--- src/rtl/fpdivsqrt_req_arbiter.sv ---
// Round-robin sharing of one fdiv/fsqrt unit; grant->start 1 cycle, finish->response 1 cycle, one op in flight.
// Requesters are held off (req_ready low) until the previous response is accepted; unit start/finish are valid-ready.
module fpdivsqrt_req_arbiter #(
    parameter int NUM_REQ = 4,
    parameter int ID_W    = $clog2(NUM_REQ)
) (
    input  logic                  clk,
    input  logic                  rst_n,
    input  logic [NUM_REQ-1:0]    req_valid_i,
    output logic [NUM_REQ-1:0]    req_ready_o,
    input  logic [NUM_REQ*3-1:0]  req_fp_format_i,
    input  logic [NUM_REQ-1:0]    req_is_fdiv_i,
    input  logic [NUM_REQ*64-1:0] req_opa_i,
    input  logic [NUM_REQ*64-1:0] req_opb_i,
    input  logic [NUM_REQ*3-1:0]  req_rm_i,
    output logic [NUM_REQ-1:0]    rsp_valid_o,
    input  logic [NUM_REQ-1:0]    rsp_ready_i,
    output logic [63:0]           rsp_res_o,
    output logic [4:0]            rsp_fflags_o,
    input  logic                  flush_i,
    output logic                  div_start_valid_o,
    input  logic                  div_start_ready_i,
    output logic [2:0]            div_fp_format_o,
    output logic                  div_is_fdiv_o,
    output logic [63:0]           div_opa_o,
    output logic [63:0]           div_opb_o,
    output logic [2:0]            div_rm_o,
    input  logic                  div_finish_valid_i,
    output logic                  div_finish_ready_o,
    input  logic [63:0]           div_res_i,
    input  logic [4:0]            div_fflags_i,
    output logic                  div_flush_o,
    output logic                  busy_o
);

    typedef enum logic [1:0] {
        S_IDLE  = 2'd0,
        S_ISSUE = 2'd1,
        S_WAIT  = 2'd2,
        S_RESP  = 2'd3
    } state_t;

    state_t          state_q, state_d;
    logic [ID_W-1:0] owner_q;
    logic [ID_W-1:0] rr_ptr_q;
    logic [ID_W-1:0] grant_idx;
    logic            grant_any;
    logic            grant;
    logic            load_res;
    logic            rr_adv;
    logic [63:0]     res_q;
    logic [4:0]      fflags_q;

    logic [2:0]      sel_fmt;
    logic            sel_fdiv;
    logic [63:0]     sel_opa;
    logic [63:0]     sel_opb;
    logic [2:0]      sel_rm;

    function automatic logic [ID_W-1:0] ptr_add(input logic [ID_W-1:0] base, input int off);
        int sum;
        sum = int'(base) + off;
        if (sum >= NUM_REQ) sum = sum - NUM_REQ;
        return sum[ID_W-1:0];
    endfunction

    // Scan from the highest offset down so the requester nearest rr_ptr wins.
    always_comb begin
        grant_any = 1'b0;
        grant_idx = '0;
        for (int k = NUM_REQ - 1; k >= 0; k--) begin
            if (req_valid_i[ptr_add(rr_ptr_q, k)]) begin
                grant_any = 1'b1;
                grant_idx = ptr_add(rr_ptr_q, k);
            end
        end
    end

    assign grant       = (state_q == S_IDLE) && grant_any && !flush_i;
    assign req_ready_o = grant ? (NUM_REQ'(1) << grant_idx) : '0;

    always_comb begin
        sel_fmt  = '0;
        sel_fdiv = 1'b0;
        sel_opa  = '0;
        sel_opb  = '0;
        sel_rm   = '0;
        for (int r = 0; r < NUM_REQ; r++) begin
            if (grant_idx == ID_W'(r)) begin
                sel_fmt  = req_fp_format_i[r*3 +: 3];
                sel_fdiv = req_is_fdiv_i[r];
                sel_opa  = req_opa_i[r*64 +: 64];
                sel_opb  = req_opb_i[r*64 +: 64];
                sel_rm   = req_rm_i[r*3 +: 3];
            end
        end
    end

    always_comb begin
        state_d  = state_q;
        load_res = 1'b0;
        rr_adv   = 1'b0;
        case (state_q)
            S_IDLE: begin
                if (grant) state_d = S_ISSUE;
            end
            S_ISSUE: begin
                if (div_start_ready_i) state_d = S_WAIT;
            end
            S_WAIT: begin
                if (div_finish_valid_i) begin
                    state_d  = S_RESP;
                    load_res = 1'b1;
                end
            end
            S_RESP: begin
                if (rsp_ready_i[owner_q]) begin
                    state_d = S_IDLE;
                    rr_adv  = 1'b1;
                end
            end
            default: state_d = S_IDLE;
        endcase
        // An abort wins over any handshake completing in the same cycle.
        if (flush_i && (state_q != S_IDLE)) begin
            state_d  = S_IDLE;
            load_res = 1'b0;
            rr_adv   = 1'b1;
        end
    end

    assign busy_o             = (state_q != S_IDLE);
    assign div_start_valid_o  = (state_q == S_ISSUE);
    assign div_finish_ready_o = (state_q == S_WAIT);
    assign div_flush_o        = flush_i && (state_q != S_IDLE);
    assign rsp_valid_o        = ((state_q == S_RESP) && !flush_i) ? (NUM_REQ'(1) << owner_q) : '0;
    assign rsp_res_o          = res_q;
    assign rsp_fflags_o       = fflags_q;

    always_ff @(posedge clk or negedge rst_n) begin
        if (!rst_n) begin
            state_q  <= S_IDLE;
            owner_q  <= '0;
            rr_ptr_q <= '0;
        end else begin
            state_q <= state_d;
            if (grant) owner_q <= grant_idx;
            if (rr_adv) rr_ptr_q <= ptr_add(owner_q, 1);
        end
    end

    // Operands are captured only at grant so the unit sees them stable across the start handshake.
    always_ff @(posedge clk or negedge rst_n) begin
        if (!rst_n) begin
            div_fp_format_o <= '0;
            div_is_fdiv_o   <= 1'b0;
            div_opa_o       <= '0;
            div_opb_o       <= '0;
            div_rm_o        <= '0;
        end else if (grant) begin
            div_fp_format_o <= sel_fmt;
            div_is_fdiv_o   <= sel_fdiv;
            div_opa_o       <= sel_opa;
            div_opb_o       <= sel_opb;
            div_rm_o        <= sel_rm;
        end
    end

    always_ff @(posedge clk or negedge rst_n) begin
        if (!rst_n) begin
            res_q    <= '0;
            fflags_q <= '0;
        end else if (load_res) begin
            res_q    <= div_res_i;
            fflags_q <= div_fflags_i;
        end
    end

endmodule
--- config.mk ---
export PLATFORM = sky130hd
export DESIGN_NAME = fpdivsqrt_req_arbiter
export DESIGN_NICKNAME = d
export VERILOG_FILES = /design/src/rtl/fpdivsqrt_req_arbiter.sv
export SDC_FILE = /design/constraint.sdc
export NUM_CORES = 1
export LEC_CHECK = 0
export BUFFER_PORTS_ARGS = -buffer_cell sky130_fd_sc_hd__buf_4
export CELL_PAD_IN_SITES_DETAIL_PLACEMENT = 0
export CELL_PAD_IN_SITES_GLOBAL_PLACEMENT = 2
export CORE_AREA = 8 8 322 324
export DETAILED_ROUTE_END_ITERATION = 16
export DIE_AREA = 0 0 330 332
export GPL_ROUTABILITY_DRIVEN = 0
export MAX_ROUTING_LAYER = met4
export PLACE_DENSITY = 0.61
export SETUP_SLACK_MARGIN = 0.05
export SKIP_CTS_REPAIR_TIMING = 1
export SYNTH_ARGS = -nofsm -noshare
export SYNTH_HDL_FRONTEND = slang
export SYNTH_SLANG_ARGS = --single-unit
--- constraint.sdc ---
create_clock -name clk -period 2 [get_ports clk]
set_input_delay 0.3 -clock clk [delete_from_list [all_inputs] [get_ports clk]]
set_output_delay 0.3 -clock clk [all_outputs]
set_load 0.01 [all_outputs]
Word-level counts from Yosys, hierarchy flattened
Cells that the tools add are included.
{ "word_totals": {"register_bits": 210, "output_inout_bits": 216, "input_bits": 622} }
{ "classes": {"muxes": 57, "n_shift": 2, "magnitude_cmp": 10, "n_eq_ne": 10, "add_sub_neg": 9, "n_reduce_logical": 9} }
{ "op_table": {"columns": ["operator", "n"], "rows": [
  ["2-to-1 mux 64 bit", 8],
  ["2-to-1 mux 2 bit", 14],
  ["2-to-1 mux 3 bit", 8],
  ["2-to-1 mux 1 bit", 19],
  ["< comparator 2 x 3 -> 1 bit (second input constant)", 5],
  ["greater-or-equal comparator 3 bit (second input constant)", 4],
  ["binary-select mux 1 bit (select 2 bit)", 5],
  ["subtractor 2 x 1 -> 2 bit (second input constant)", 5],
  ["equality test 2 bit (second input constant)", 4],
  ["2-to-1 mux 4 bit", 2],
  ["case mux 2 bit (4 select lines)", 1],
  ["<< shifter 1 x 2 -> 4 bit (first input constant)", 2],
  ["adder 2 x 1 -> 3 bit (second input constant)", 2],
  ["adder 2 x 2 -> 3 bit (second input constant)", 2],
  ["!= test 3 bit (second input constant)", 2],
  ["equality test 2 x 1 -> 1 bit (second input constant)", 2],
  ["logical AND 1 bit", 4],
  ["logical NOT 2 bit", 2],
  ["AND reduction 4 bit", 1],
  ["greater-or-equal comparator 2 x 3 -> 1 bit (second input constant)", 1],
  ["!= test 3 x 1 -> 1 bit (second input constant)", 1],
  ["!= test 3 x 2 -> 1 bit (second input constant)", 1],
  ["nonzero test 2 bit", 1],
  ["logical NOT 1 bit", 1]
]} }

Longest topological paths before layout
{ "depth": {"word_depth": 14, "mapped_depth": 9} }

Worst setup path before layout
No wires, ideal clock.
{ "synth_timing": {"kind": "reg-to-reg", "from": "reg state_q[0]", "to": "reg div_opb_o[22]", "synth_period_minus_slack_ns": 2.077, "required_time_ns": 1.876, "t_arrival_ns": 1.953, "setup_slack_ns": -0.077, "path_stages_with_launch": 9, "path_buffers": 3, "setup_time_ns": 0.124, "path_cell_list": "dfrtp_1 > inv_1 > ha_1 > inv_1 > or3_1 > buf_2 > buf_2 > buf_1 > a211o_1"} }
{ "synth_between": {"elab_chain_cells": 3} }
{ "synth_rtl": {"columns": ["item", "line_no", "text"], "rows": [
  ["from (decl)", "43", "state_t state_q, state_d;"],
  ["from (signal assigned)", "146", "state_q <= state_d;"],
  ["logical NOT 2 bit", "79", "assign grant = (state_q == S_IDLE) && grant_any && !flush_i;"],
  ["logical AND 1 bit (2 in a row)", "79", null],
  ["to (signal assigned)", "164", "div_opb_o <= sel_opb;"],
  ["to (decl)", "26", "output logic [63:0] div_opb_o,"]
]} }
Every way passes these cells.
A chain may end at the register's enable or synchronous reset.

Final worst setup path
{ "layout_timing": {"from": "reg state_q[1]", "to": "out req_ready_o[3]"} }
{ "layout_between": {"elab_chain_cells": 4} }
{ "layout_rtl": {"columns": ["item", "line_no", "text"], "rows": [
  ["logical NOT 2 bit", "79", null],
  ["logical AND 1 bit (2 in a row)", "79", null],
  ["2-to-1 mux 4 bit", "80", "assign req_ready_o = grant ? (NUM_REQ'(1) << grant_idx) : '0;"],
  ["to (decl)", "10", "output logic [NUM_REQ-1:0] req_ready_o,"]
]} }
Every way passes these cells.

==> flow_summary.ini <==
[timing]
setup_viol = 145
worst-slew-pin-transition_ns = 0.558
period_needed_ns = 2.45
drv_slew = 0
min_period_over_period_pct = 123
rsz0062_at_grt = true
setup_ws_ns = -0.454
worst_slew_margin_rel_pct = 62.5
hold_viol = 0
fmaxAchievable_ghz = 0.408
finClkSkew_ns = 0.0182

[final_layout]
finish.net_count = 3032
post-route-util_pct = 23.4
layout.filler_cells = 10900
layoutNonFillerInstCount = 3730
drive_above_1_share_pct = 48.2
layout-area-overhead-vs-synth_pct = 101
layout.cell_area.non_filler_sq_um = 23200

[critical_path]
crit_type = flop to output port
critPathRequiredTime_ns = 1.70
ff2ff_setup_slack_ns = -0.22
worst_ep_arrival_time_ns = 2.15
endpoint_kind = output port
regToRegEndpoint = div_opa_o[53]
worst_setup_sp_type = flop
worst-r2r-cell-count = 8
r2r_start = rr_ptr_q[1]
cp_max_fo = 3

[detailed_routing]
first_pass_iters = 5
routed_wirelength_microns = 79800
drt_first_iter_violations = 663
drt_drc_violations_left = 0
vias_per_cell = 3.93
ant_nets = 0
vias = 14700
avgRoutedWirePerCell_microns = 21.4

[power_and_ir_drop]
internal_power_mw = 17.8
leakage_nw = 11.9
power_frac_seq_pct = 25.8
net-switching-power_mw = 11.4
power.clock.fraction_pct = 18.3
power.density_nw_per_um2 = 1260
power_frac_comb_pct = 55.9
peakVddDrop_mv = 0.633
switching_share_pct = 39.1
report.power.total_mw = 29.3

[clock_network]
cts-root-to-sink-buffers = 3
clk_latency_ns = 0.60
htreeDepth = 1
cts.reportedPaths.clkPinSlew_ns = 0.06
cts_tree = built
clock-root-buffer = clkbuf_16
cts_buffers = 29
clock_sink_total = 210

[global_route]
globalRoute.totalOverflow = 0
groute.usage.overall_pct = 12.5
number_of_antenna_violations_at_the_first_check_in_global_routing = 7
grt_pass1_vias = 15300
grt_pass1_wl_microns = 102000
largest_net_degree_at_the_start_of_global_routing = 78

[floorplanning]
floorplan.die.height_microns = 332
initial_cell_density_of_the_core_pct = 11.6
dieArea_sq_um = 110000
core_area_sq_um = 99000
top_level_ports = 838
die_w_microns = 330
floorplan.rows = 116

[placed_design]
dp.cells = 3541
preCtsSetupSlack_ns = -0.125
dpl-instance-area_sq_um = 20200
buffer_ports.inserted = 837
detailed_place_hpwl_microns = 57900

[min_path]
worstHoldEndpoint = div_opb_o[21]
hold_class = input pin to flop
worstHoldPathCells = 4
hold_path_startpoint = req_opb_i[213]

[logic_synthesis]
syn-cell-area_sq_um = 11500
syn_inst = 1396
syn_area_per_cell_sq_um = 8.26
synth.largest_area_cell = dfrtp_1
synth.ff_latch_count = 210
largest_cells_by_area_after_synthesis = dfrtp_1 46%, nand2_1 18%, a21oi_1 12%
synth.lib_cells_used.distinct = 35
yosys.area.top_type_share_pct = 45.6
sequential_to_total_area_share_from_yosys_stat_pct = 45.6
synth_fp_nets = 2026
yosys_warnings = 0

[outcome]
violated_checks = setup timing
run_status = complete, but fails checks

[run]
drv_cap = 0
==> cell families after synthesis <==
group | after synthesis | share of synthesized area [%]
flip-flops | 210 | 45.6
multiplexers | 72 | 7.12
AND/OR/NAND/NOR | 565 | 18.9
AO/OA/AOI/OAI | 423 | 23.2
adder cells (fa/ha/maj) | 8 | 0.868
buffers and inverters | 118 | 4.39
==> layout by cell type, fill, tap and decap left out, drive strengths merged, types with 7 or more instances in the layout <==
cell type / count
buf: 991
nand2: 544
ha: 8
a211o: 135
diode: 7
dfrtp: 210
clkbuf: 69
mux2: 70
dlygate4sd3: 70
a21oi: 274
inv: 8
==> flip-flops by register name, summed over array words and instances (netlist names) <==
register / cells
div_opb_o: 64
rsp_res_o: 64
div_opa_o: 64
div_rm_o: 3
rr_ptr_q: 2
rsp_fflags_o: 5
state_q: 2
owner_q: 2
div_fp_format_o: 3
div_is_fdiv_o: 1
==> metrics by stage <==
step           TNS, ns  hold slack [ns]
2_1_floorplan        0          0.00441
3_3_place_gp     -5.25            0.311
3_5_place_dp     -5.97            0.317
4_1_cts          -8.22           -0.361
5_1_grt         -23.49           0.0343
6_report        -15.90           0.0522
==> per-layer routing <==
metal,part of all wire (%),wire (microns),vias to the layer above,GRT usage (%)
met5,0,0,-,-
met3,7.7,6150,100,3.61
li1,-,-,6823,-
met4,3.0,2410,0,4.01
met2,52,41500,638,22.4
met1,37,29700,7106,13.1
==> final cells by class <==
type | instances | area (sq um) | share of cell area (%)
timing repair buffer | 1085 | 9370 | 40.4
inverter | 8 | 36.3 | 0.156
clock buffer | 45 | 846 | 3.64
multi-input combinational | 1068 | 5950 | 25.6
sequential | 210 | 5260 | 22.6
tap | 1298 | 1620 | 7.00
clock inverter | 9 | 118 | 0.507
antenna | 7 | 17.5 | 0.0755
==> power groups by stage <==
stage          registers, mW  logic [mW]  clock network [mW]
2_1_floorplan           8.26        5.49                   0
3_3_place_gp            7.53        14.3                   0
3_5_place_dp            7.60        14.3                   0
4_1_cts                 7.56        14.3                5.62
5_1_grt                 7.81        17.5                5.72
6_report                7.57        16.4                5.36
==> worst max-delay path, stage by stage, from the launching register on <==
cell,delay [ns]
dfrtp_1,0.39
inv_2,0.09
ha_4,0.15
inv_4,0.04
nor3_4,0.29
buf_6,0.16
nand2_4,0.05
nor3_2,0.10
buf_4,0.15
buf_6,0.12
==> worst max-delay path by stage <==
stage	start	end	slack, ns	depth (start not counted)
floorplan	state_q[0]	rsp_res_o[53]	0.05	7
global placement	req_valid_i[2]	div_opa_o[63]	-0.11	7
detailed placement	state_q[0]	div_opb_o[52]	-0.13	9
CTS	state_q[0]	req_ready_o[3]	-0.76	8
global route	state_q[0]	req_ready_o[3]	-0.55	9
finish	state_q[1]	req_ready_o[3]	-0.45	9
==> synth_stat cells <==
library cell,n
or3_1,1
nor3_1,1
clkbuf_1,51
mux4_2,1
o221ai_2,1
o21ai_0,3
or3b_1,1
nor2_1,5
a221oi_1,1
buf_1,11
ha_1,8
nor3_2,1
o221a_2,1
and2_1,4
a2bb2oi_1,1
mux2i_1,1
nor4_2,1
o21ai_2,1
a211o_1,135
nand4b_1,1
nand2_1,544
nor2b_1,5
o21ba_2,1
inv_1,8
nand3_1,1
buf_2,47
o21bai_1,1
dfrtp_1,210
o22a_1,1
a21boi_1,1
a221o_1,1
buf_4,1
mux2_2,70
o22ai_1,1
a21oi_1,274
No activity file was read; power rests on OpenSTA's default activity.
